## config.mk

```make
export PLATFORM = sky130hd
export DESIGN_NAME = uart_frame_loader
export DESIGN_NICKNAME = d
export VERILOG_FILES = /design/src/rtl/uart_frame_loader.sv
export SDC_FILE = /design/constraint.sdc
export NUM_CORES = 1
export LEC_CHECK = 0
export ABC_CLOCK_PERIOD_IN_PS = 9000
export CAP_MARGIN = 20
export CORE_MARGIN = 5
export CORE_UTILIZATION = 55
export CTS_CLUSTER_DIAMETER = 200
export DETAILED_ROUTE_END_ITERATION = 8
export PLACE_DENSITY = 0.93
export SYNTH_ARGS = -nofsm -noshare
export SYNTH_HDL_FRONTEND = slang
export SYNTH_SLANG_ARGS = --single-unit
```

## constraint.sdc

```tcl
create_clock -name clk -period 9 [get_ports clk]
set_input_delay 0.9 -clock clk [delete_from_list [all_inputs] [get_ports clk]]
set_output_delay 0.9 -clock clk [all_outputs]
set_load 0.02 [all_outputs]
```

## src/rtl/uart_frame_loader.sv

```systemverilog
// Framed UART upload loader: parses a 4-byte little-endian word-count header,
// packs the payload bytes little-endian into words and writes them to RAM,
// and exposes a pollable status word on the data bus.
module uart_frame_loader #(
  parameter int unsigned WIDTH      = 32,
  parameter int unsigned BASEADDR   = 0,
  parameter int unsigned MAXWORDS   = 65535,
  parameter int unsigned TIMEOUT    = 100000,
  parameter logic [31:0] STATUSADDR = 32'h0006_4834
) (
  input  logic             clk,
  input  logic             rst,
  input  logic             bytevalid,
  input  logic [7:0]       bytedata,
  output logic             wram,
  output logic [WIDTH-1:0] ramaddress,
  output logic [WIDTH-1:0] wramdata,
  input  logic [31:0]      busaddr,
  output logic [31:0]      busdata,
  output logic             done,
  output logic             error
);

  localparam int unsigned CW = 17;
  localparam int unsigned TW = $clog2(TIMEOUT + 1);

  typedef enum logic [2:0] {
    S_IDLE,
    S_HEADER,
    S_DATA,
    S_DONE,
    S_ERR
  } state_t;

  state_t        state;
  state_t        state_next;
  logic [31:0]   shreg;
  logic [1:0]    bcnt;
  logic [CW-1:0] length;
  logic [CW-1:0] wordswritten;
  logic [TW-1:0] timer;

  logic [31:0]   word_c;
  logic [CW-1:0] ww_inc_c;
  logic          last_byte_c;
  logic          timed_out_c;
  logic          busy_c;

  // Byte being accepted completes the shift register; a byte always beats the timer.
  assign word_c      = {bytedata, shreg[31:8]};
  assign ww_inc_c    = wordswritten + CW'(1);
  assign last_byte_c = (bcnt == 2'd3);
  assign timed_out_c = !bytevalid && (timer == TW'(TIMEOUT - 1));
  assign busy_c      = (state == S_HEADER) || (state == S_DATA);

  // State register
  always_ff @(posedge clk or posedge rst) begin
    if (rst) state <= S_IDLE;
    else     state <= state_next;
  end

  // Next-state decode
  always_comb begin
    state_next = state;
    case (state)
      S_IDLE, S_DONE, S_ERR: begin
        if (bytevalid) state_next = S_HEADER;
      end
      S_HEADER: begin
        if (bytevalid && last_byte_c) begin
          if (word_c == 32'd0)                state_next = S_DONE;
          else if (word_c > 32'(MAXWORDS))    state_next = S_ERR;
          else                                state_next = S_DATA;
        end else if (timed_out_c) begin
          state_next = S_ERR;
        end
      end
      S_DATA: begin
        if (bytevalid && last_byte_c && (ww_inc_c == length)) state_next = S_DONE;
        else if (timed_out_c)                                state_next = S_ERR;
      end
      default: state_next = S_IDLE;
    endcase
  end

  // Datapath: byte packing, counters, idle timer and registered RAM/flag outputs
  always_ff @(posedge clk or posedge rst) begin
    if (rst) begin
      shreg        <= '0;
      bcnt         <= '0;
      length       <= '0;
      wordswritten <= '0;
      timer        <= '0;
      wram         <= 1'b0;
      ramaddress   <= '0;
      wramdata     <= '0;
      done         <= 1'b0;
      error        <= 1'b0;
    end else begin
      wram  <= 1'b0;
      done  <= (state_next == S_DONE);
      error <= (state_next == S_ERR);

      if (busy_c && !bytevalid) timer <= timer + TW'(1);
      else                      timer <= '0;

      if (bytevalid) begin
        shreg <= word_c;
        case (state)
          S_IDLE, S_DONE, S_ERR: begin
            bcnt         <= 2'd1;
            wordswritten <= '0;
          end
          S_HEADER: begin
            bcnt <= bcnt + 2'd1;
            if (last_byte_c) length <= CW'(word_c);
          end
          S_DATA: begin
            bcnt <= bcnt + 2'd1;
            if (last_byte_c) begin
              wram       <= 1'b1;
              ramaddress <= WIDTH'(BASEADDR) + WIDTH'(wordswritten);
              wramdata   <= WIDTH'(word_c);
              if (wordswritten != CW'(MAXWORDS)) wordswritten <= ww_inc_c;
            end
          end
          default: bcnt <= '0;
        endcase
      end
    end
  end

  // Status word decode
  always_comb begin
    busdata = '0;
    if (busaddr == STATUSADDR) busdata = {done, error, busy_c, 13'b0, wordswritten[15:0]};
  end

endmodule

```

==> results.json <==
{
  "async_reset_ff_share_pct": 100,
  "grt_pass1_vias": 5555,
  "max_cap_violations": 0,
  "vias_per_cell": 5.74,
  "drt_iter0_drc": 491,
  "gp_congestion": 0.846,
  "synth_top_area_share_pct": 51.6,
  "post-synth-top-count-cell": "nand2_1",
  "cts_tree": "built",
  "grt_remaining_overflow": 0,
  "crit_required_ns": 9.31,
  "antenna_found_initial": 0,
  "nNetsFinal": 806,
  "cts_setup_buffers": 0,
  "hold_buffers": 0,
  "fin_crit_ns": 4.36,
  "htree_levels": 4,
  "startpoint_type": "primary input",
  "yosys-top-cells-count": "nand2_1, dfrtp_1, mux2_2, nor2_1, buf_4",
  "antenna_left": 0,
  "diodes": 0,
  "p_per_area_nw_per_um2": 207,
  "die_height_um": 118,
  "hp-class": "flop to flop",
  "max_freq_mhz": 230,
  "ir_drop_uv": 126,
  "setup_tns_ns": 0,
  "dieArea_um2": 13900,
  "dp.cells": 882,
  "arrival_ns": 4.66,
  "clkSlewWorstSetupHoldPaths_ns": 0.07,
  "worstSetupEndpointType": "flop",
  "track_usage_pct": 24.0,
  "met1Wirelength_um": 6640,
  "synth_area_leaders": "dfrtp_1, nand2_1, mux2_2",
  "hpwl_um": 10900,
  "syn_inst": 661,
  "synth-main-ff-cell": "dfrtp_1",
  "leakagePower_nw": 3.67,
  "relSlewSlack_pct": 37.1,
  "pin_count": 142,
  "yosysTopAreaCell": "dfrtp_1",
  "cts_buffer_depth": 2,
  "routed_wl_um": 16200,
  "yosys_warnings": 0,
  "final_cells": 915,
  "numCtsBuffers": 17,
  "die_x_um": 118,
  "wl_per_cell_um": 17.7,
  "vias": 5248,
  "criticalPathCategory": "primary input to flop",
  "min_from": "ramaddress[7]$_DFFE_PP0P_",
  "tightest_slew_ns": 0.944,
  "setup_viol": 0,
  "grt_pass1_wl_um": 27700,
  "cts.repair.resized": 0,
  "syn_avg_cell_area_um2": 9.68,
  "routed-wl-met2_um": 8100,
  "r2r_cells": 8,
  "fin_crit_sh_pct": 48.4,
  "drc": 0,
  "wl_met3_um": 1090,
  "synth_area_um2": 6400,
  "clock_sinks": 132,
  "drive_gt1_share_pct": 11.3,
  "finalHoldViolCount": 0,
  "syn_to_final_growth_pct": 26.1,
  "portBuffers": 113,
  "reg2reg_from": "bcnt[0]$_DFFE_PP0P_",
  "start_util_pct": 56.0,
  "outcome": "complete, no violations",
  "path_max_fanout": 52,
  "hold_depth": 2,
  "crit_path_start": "bytevalid",
  "grt_max_degree": 73,
  "rsz0062_at_grt": "false",
  "core_um2": 11400,
  "ys_ff_latch": 132,
  "rows": 39,
  "slew_violations": 0,
  "cts_root_buf": "clkbuf_16",
  "drt-pass1-iter-count": 5,
  "clock_latency_ns": 0.42,
  "yosysUniqueCellTypes": 51,
  "final.setup_skew_ns": 0.00911,
  "highest_layer": "met4",
  "yosysSeqAreaShare_pct": 51.6,
  "synth_edf_count": 0
}
-- registers in the layout, summed over array words and instances, names as in the netlist --
| register | cells |
|---|---|
| wramdata | 32 |
| shreg | 24 |
| length | 17 |
| ramaddress | 17 |
| timer | 17 |
| wordswritten | 17 |
| state | 3 |
| bcnt | 2 |
| done | 1 |
| error | 1 |
| wram | 1 |
-- layout by cell type (no fill, tap or decap), drive strengths merged, types with 4 or more instances in the layout --
master         count
and3               7
clkinv             6
nor4              15
conb              28
inv               16
a21oi             11
o21ai             32
o31ai              6
clkdlybuf4s50    113
and2              20
ha                 4
nor2              36
xor2              19
nand4             10
nand3             24
dfrtp            132
clkbuf            17
xnor2             19
nand2            163
mux2              41
nor3               9
-- through the flow --
stage | area [µm²] | setup slack (ns) | hold slack, ns | util [%] | total power [mW]
floorplan | 6500 | 4.57 | 0.443 | - | 0.919
global placement | 7470 | 4.44 | 0.460 | 65.4 | 0.966
detailed placement | 7470 | 4.22 | 0.464 | 65.4 | 0.994
CTS | 8060 | 4.59 | 0.480 | 70.6 | 1.67
global route | 8070 | 4.32 | 0.504 | 70.7 | 1.74
finish | 8070 | 4.64 | 0.478 | 70.7 | 1.67
-- critical path: stages --
cell and delay, ns:
clkdlybuf4s50_1 0.45, buf_4 0.37, nand2_1 0.18, or3_2 0.90, inv_2 0.79, nand2_1 0.55
nor2_1 0.27, o21ai_1 0.10, o31ai_1 0.11
-- power by group --
group | leakage, nW | internal [mW] | total (mW) | switching, mW
Sequential | 1.75 | 0.659 | 0.732 | 0.0726
Combinational | 1.63 | 0.129 | 0.264 | 0.134
Clock | 0.285 | 0.371 | 0.678 | 0.307
-- final timing paths --
check	endpoint	slack (ns)
max in group asynchronous	length[11]$_DFFE_PP0P_	6.66
setup reg to reg	wordswritten[4]$_DFFE_PP0P_	5.40
setup / recovery	wordswritten[4]$_DFFE_PP0P_	4.64
hold reg to reg	ramaddress[7]$_DFFE_PP0P_	0.48
min in group asynchronous	ramaddress[14]$_DFFE_PP0P_	0.97
hold / removal	ramaddress[7]$_DFFE_PP0P_	0.48
-- logic make-up after synthesis --
kind of cell / after synthesis / share of synthesized area, %
other: 1 / 0.0586
xor gates and xnor gates: 38 / 5.20
muxes: 41 / 7.22
buffers and inverters: 72 / 6.06
AOI/OAI and AO/OA: 63 / 5.94
DFF: 132 / 51.6
adders and majority gates: 4 / 0.782
and+or+nand+nor: 310 / 23.1
-- metal layers --
| layer | global-route usage, % | vias to the layer above |
|---|---|---|
| met5 | 0 | - |
| met4 | 8.53 | 0 |
| met3 | 5.48 | 51 |
| met2 | 40.0 | 262 |
| met1 | 30.7 | 2555 |
| li1 | - | 2380 |
-- layout make-up --
class                      instances  area [µm²]
multi-input combinational        484        2810
timing repair buffer             116        1160
inverter                           8        32.5
clock buffer                      17         425
sequential                       132        3300
tap                              143         179
clock inverter                    15         160
fill                             783        3350
Power figures use the tool's default switching activity.
